===== src/rtl/mem_stage_pkg.sv =====
// Bus widths and payload layouts shared by the MEM stage and its neighbours.
package mem_stage_pkg;

   localparam int unsigned ES_TO_MS_BUS_WD = 137;
   localparam int unsigned MS_TO_WS_BUS_WD = 161;
   localparam int unsigned MS_TO_DS_BUS_WD = 39;

   typedef struct packed {
      logic        mem_sign_exted;
      logic [9:0]  excp_num;
      logic        csr_we;
      logic [13:0] csr_idx;
      logic [31:0] csr_result;
      logic        ertn;
      logic        excp;
      logic [1:0]  mem_size;
      logic [3:0]  mul_div_op;
      logic        load_op;
      logic        gr_we;
      logic [4:0]  dest;
      logic [31:0] result;
      logic [31:0] pc;
   } es_to_ms_t;

   typedef struct packed {
      logic [31:0] vaddr;
      logic [9:0]  excp_num;
      logic        csr_we;
      logic [13:0] csr_idx;
      logic [31:0] csr_result;
      logic        ertn;
      logic        excp;
      logic        gr_we;
      logic [4:0]  dest;
      logic [31:0] final_result;
      logic [31:0] pc;
   } ms_to_ws_t;

   typedef struct packed {
      logic        dep_need_stall;
      logic        forward_enable;
      logic [4:0]  dest;
      logic [31:0] final_result;
   } ms_to_ds_t;

endpackage


===== src/rtl/load_align.sv =====
// Extracts the addressed byte/half/word lane from SRAM read data and extends it.
module load_align (
   input  logic [31:0] rdata,
   input  logic [1:0]  off,
   input  logic [1:0]  size,
   input  logic        sign,
   output logic [31:0] data
);

   logic [7:0]  byte_lane;
   logic [15:0] half_lane;

   always_comb begin
      byte_lane = rdata[7:0];
      case (off)
         2'd0: byte_lane = rdata[7:0];
         2'd1: byte_lane = rdata[15:8];
         2'd2: byte_lane = rdata[23:16];
         2'd3: byte_lane = rdata[31:24];
         default: byte_lane = rdata[7:0];
      endcase
      half_lane = off[1] ? rdata[31:16] : rdata[15:0];

      data = rdata;
      if (size[0]) begin
         data = {{24{sign & byte_lane[7]}}, byte_lane};
      end else if (size[1]) begin
         data = {{16{sign & half_lane[15]}}, half_lane};
      end
   end

endmodule


===== src/rtl/mem_stage.sv =====
// MEM pipeline stage: registers the EX bus, aligns load data, picks mul/div results
// and forwards its result to decode.
module mem_stage
   import mem_stage_pkg::*;
(
   input  logic                       clk,
   input  logic                       reset,
   input  logic                       ws_allowin,
   output logic                       ms_allowin,
   input  logic                       es_to_ms_valid,
   input  logic [ES_TO_MS_BUS_WD-1:0] es_to_ms_bus,
   output logic                       ms_to_ws_valid,
   output logic [MS_TO_WS_BUS_WD-1:0] ms_to_ws_bus,
   output logic [MS_TO_DS_BUS_WD-1:0] ms_to_ds_forward_bus,
   output logic                       ms_to_ds_valid,
   output logic                       ms_excp_ertn,
   input  logic [31:0]                data_sram_rdata,
   input  logic [63:0]                mul_result,
   input  logic [31:0]                div_quotient,
   input  logic [31:0]                div_remainder,
   input  logic                       excp_flush,
   input  logic                       ertn_flush
);

   logic        ms_valid;
   logic        ms_ready_go;
   es_to_ms_t   ms_r;
   logic [31:0] load_data;
   logic [31:0] final_result;
   ms_to_ws_t   ws_bus;
   ms_to_ds_t   ds_bus;

   assign ms_ready_go    = 1'b1;
   assign ms_allowin     = !ms_valid || (ms_ready_go && ws_allowin);
   assign ms_to_ws_valid = ms_valid && ms_ready_go;
   assign ms_to_ds_valid = ms_valid;
   assign ms_excp_ertn   = ms_valid && (ms_r.excp || ms_r.ertn);

   // Flush from writeback outranks a new instruction arriving the same cycle.
   always_ff @(posedge clk) begin
      if (reset) begin
         ms_valid <= 1'b0;
      end else if (excp_flush || ertn_flush) begin
         ms_valid <= 1'b0;
      end else if (ms_allowin) begin
         ms_valid <= es_to_ms_valid;
      end
   end

   always_ff @(posedge clk) begin
      if (ms_allowin) begin
         ms_r <= es_to_ms_t'(es_to_ms_bus);
      end
   end

   load_align u_load_align (
      .rdata (data_sram_rdata),
      .off   (ms_r.result[1:0]),
      .size  (ms_r.mem_size),
      .sign  (ms_r.mem_sign_exted),
      .data  (load_data)
   );

   always_comb begin
      final_result = ms_r.result;
      if (ms_r.load_op) begin
         final_result = load_data;
      end else if (ms_r.mul_div_op[0]) begin
         final_result = mul_result[31:0];
      end else if (ms_r.mul_div_op[1]) begin
         final_result = mul_result[63:32];
      end else if (ms_r.mul_div_op[2]) begin
         final_result = div_quotient;
      end else if (ms_r.mul_div_op[3]) begin
         final_result = div_remainder;
      end
   end

   always_comb begin
      ws_bus.vaddr        = ms_r.result;
      ws_bus.excp_num     = ms_r.excp_num;
      ws_bus.csr_we       = ms_r.csr_we;
      ws_bus.csr_idx      = ms_r.csr_idx;
      ws_bus.csr_result   = ms_r.csr_result;
      ws_bus.ertn         = ms_r.ertn;
      ws_bus.excp         = ms_r.excp;
      ws_bus.gr_we        = ms_r.gr_we && !ms_r.excp;
      ws_bus.dest         = ms_r.dest;
      ws_bus.final_result = final_result;
      ws_bus.pc           = ms_r.pc;
   end

   // MEM results are always final, so decode never has to stall on this stage.
   always_comb begin
      ds_bus.dep_need_stall = 1'b0;
      ds_bus.forward_enable = ms_valid && ms_r.gr_we && !ms_r.excp && (ms_r.dest != 5'd0);
      ds_bus.dest           = ms_r.dest;
      ds_bus.final_result   = final_result;
   end

   assign ms_to_ws_bus         = ws_bus;
   assign ms_to_ds_forward_bus = ds_bus;

endmodule

===== config.mk =====
export PLATFORM = sky130hd
export DESIGN_NAME = mem_stage
export DESIGN_NICKNAME = d
export VERILOG_FILES = /design/src/rtl/mem_stage_pkg.sv /design/src/rtl/load_align.sv /design/src/rtl/mem_stage.sv
export SDC_FILE = /design/constraint.sdc
export NUM_CORES = 1
export LEC_CHECK = 0
export CORE_AREA = 2 2 196 198
export CTS_CLUSTER_DIAMETER = 30
export CTS_CLUSTER_SIZE = 25
export DETAILED_ROUTE_END_ITERATION = 7
export DIE_AREA = 0 0 198 200
export PLACE_DENSITY = 0.55
export SYNTH_ARGS = -nofsm -noshare
export SYNTH_HDL_FRONTEND = slang
export SYNTH_SLANG_ARGS = --single-unit

===== constraint.sdc =====
create_clock -name clk -period 12.4 [get_ports clk]
set_clock_uncertainty 0.2 [all_clocks]
set_input_delay 1.24 -clock clk [delete_from_list [all_inputs] [get_ports clk]]
set_output_delay 1.24 -clock clk [all_outputs]
set_load 0.02 [all_outputs]

==> reports/qor.yml <==
routing:
  met2_length_um: 16700
  dr.pass1.iters: 4
  drt-initial-drc-count: 264
  drt-met1-wl_um: 12700
  detail-route-antenna-nets: 0
  dr_wl_met3_um: 2710
  wire_per_inst_um: 22.1
  vias_per_cell: 4.05
  drc: 0
  highest_layer: "met4"
  drt-total-wl_um: 33000
  vias: 6044
layout:
  antenna_cells: 0
  fin_nets: 1271
  seq_area_mm2: 0.00413
  area_delta_synth_final_pct: 62.4
  multiInputGateArea_mm2: 0.00213
  fillerInstances: 3755
  fin_cells: 1492
  drive_gt1_share_pct: 5.61
  fin_area_mm2: 0.0126
clocking:
  clkTransAtPathRegs_ns: 0.06
  ctsResizeCount: 0
  cts_buffer_depth: 2
  hold_buffers: 0
  cts.sinks: 138
  cts_setup_buffers: 0
  cts-htree-levels: 4
  cts_tree: "built"
  cts_buffers: 17
  clock_latency_ns: 0.44
  cts-root-buf: "clkbuf_16"
flow_run:
  cap_viol_max_count: 0
floorplanning:
  dieArea_mm2: 0.0396
  pin_count: 507
  initial_core_util_pct: 20.8
  rows: 71
  die_width_um: 198
  coreArea_mm2: 0.0374
  fp.dieH_um: 200
setup_path:
  required_ns: 10.96
  worstSetupPathType: "in2out"
  critPathLaunch: "data_sram_rdata[31]"
  ff2ff_path_depth: 3
  cp-end-kind: "output pin"
  reg2reg_from: "ms_to_ds_valid"
  cp.arrival_ns: 3.73
  start_kind: "input port"
  critPathMaxFanout: 16
synth:
  synthAdderAreaFrac_pct: 0
  syn_inst: 638
  synth_commonest_cells: "174 x buf_4, 137 x edfxtp_1, 51 x mux2i_1"
  synth_enable_flop_cells: 137
  ys_types: 45
  yosys.area.top_type_share_pct: 52.9
  synth-async-reset-ratio_pct: 0
  syn_area_mm2: 0.00778
  ys.flop_type: "edfxtp_1"
  synth_area_leader_cell: "edfxtp_1"
  synth_top_family_by_area: "buffers and inverters"
  synthSimpleGateAreaFrac_pct: 4.92
  synth-compound-area-share_pct: 11.8
  synth_xor_area_share_pct: 0
  yosys_warnings: 0
  muxShareOfSynthArea_pct: 10.4
  yosysMostFrequentCell: "buf_4"
  yosysSeqAreaShare_pct: 53.1
  synth_fp_nets: 941
  syn_avg_cell_area_um2: 12.2
  ys_ff_latch: 138
  synthTopCellsByArea: "edfxtp_1 53%, buf_4 17%, mux2i_1 6.6%"
timing:
  slew_violations: 0
  slew_headroom_pct: 29.4
  fmax_mhz: 194
  worst_pin_slew_ns: 1.06
  rsz0062_at_grt: "false"
  finalSetupViolCount: 0
  period_needed_ns: 5.17
  tns_ns: 0
  timing.hold.ws_ns: 1.00
  fin_crit_sh_pct: 41.7
  finalHoldViolCount: 0
min_path:
  hold_start: "ms_to_ds_valid"
  hold_path_class: "reg2reg"
  min_delay_path_depth: 2
power:
  peakVddDrop_mv: 0.0992
  p_per_area_mw_per_mm2: 114
  leakage_nw: 4.71
outcome:
  outcome: "complete, no violations"
placed_design:
  port_buffers: 505
  gp_congestion: 0.815
  placed_cells: 1460
  dpl_cell_area_mm2: 0.0121
  place_hpwl_um: 26100
global_routing:
  grt_pass1_vias: 6283
  grt_pass1_wl_um: 44200
  antenna_found_initial: 0
  track_usage_pct: 16.1
  grt-ovfl-total: 0
  grt_start_max_net_pins: 78
path summary, 6_finish.rpt:
check	endpoint	slack (ns)
max	ms_to_ws_bus[57]	7.23
max reg2reg	ms_to_ws_bus[116]	9.64
min reg2reg	ms_to_ws_bus[24]	1.00
min	ms_to_ws_bus[24]	1.00
metal layers:
metal	vias up	track usage, %
met5	-	0
met4	0	5.99
li1	2831	-
met3	38	5.91
met1	2863	17.9
met2	312	28.2
critical path: stages:
cell,delay [ns]
clkdlybuf4s50_1,0.52
mux2i_1,0.11
nor2_2,0.51
o21ai_0,0.39
o311ai_1,0.28
clkdlybuf4s50_1,0.68
power by group:
group	switching [W]	internal [W]
clock network	0.000213	0.000297
registers	0.0000172	0.000542
logic	0.000170	0.000204
area by class of cell:
type                       instances  area share [%]
clock inverter                    14            1.16
tap                              511            5.06
multi-input combinational        286            16.9
timing repair buffer             513            40.5
sequential                       138            32.7
clock buffer                      18            3.40
inverter                          12           0.356
sequential cells by signal, summed over array words and instances, names as in the netlist:
signal and count:
ms_to_ds_valid 1, ms_to_ds_forward_bus 5, ms_r 9, ms_to_ws_bus 123
logic make-up (layout without fill, tap and decap cells):
group           after synthesis  after routing
buf+inv                     214            557
compound gates              141            141
flops                       138            138
simple gates                 74             74
mux                          70             70
other cells                   1              1
stage by stage:
step                utilization (%)  setup slack [ns]  total power, W
global placement               32.3              7.23        0.000947
global route                   33.8              7.06         0.00150
finish                         33.8              7.23         0.00144
detailed placement             32.3              7.22        0.000948
CTS                            33.8              7.20         0.00147
floorplan                         -              6.26        0.000760
cells in the final DEF, fill, tap and decap left out, types with 3 or more instances in the layout:
cell type	count
a21oi_1	25
o21ai_1	6
clkinvlp_4	3
o311ai_1	15
clkbuf_16	17
a21o_1	14
o21ai_0	38
clkdlybuf4s50_1	505
inv_1	12
inv_6	3
nand2b_1	7
o22ai_1	16
nand2_1	15
mux2_2	5
nor2_1	19
edfxtp_1	137
a22o_1	13
mux4_2	5
buf_4	8
mux2_1	7
nor2b_1	23
mux2i_1	51
Note: power is estimated with default switching activity, not from simulation.
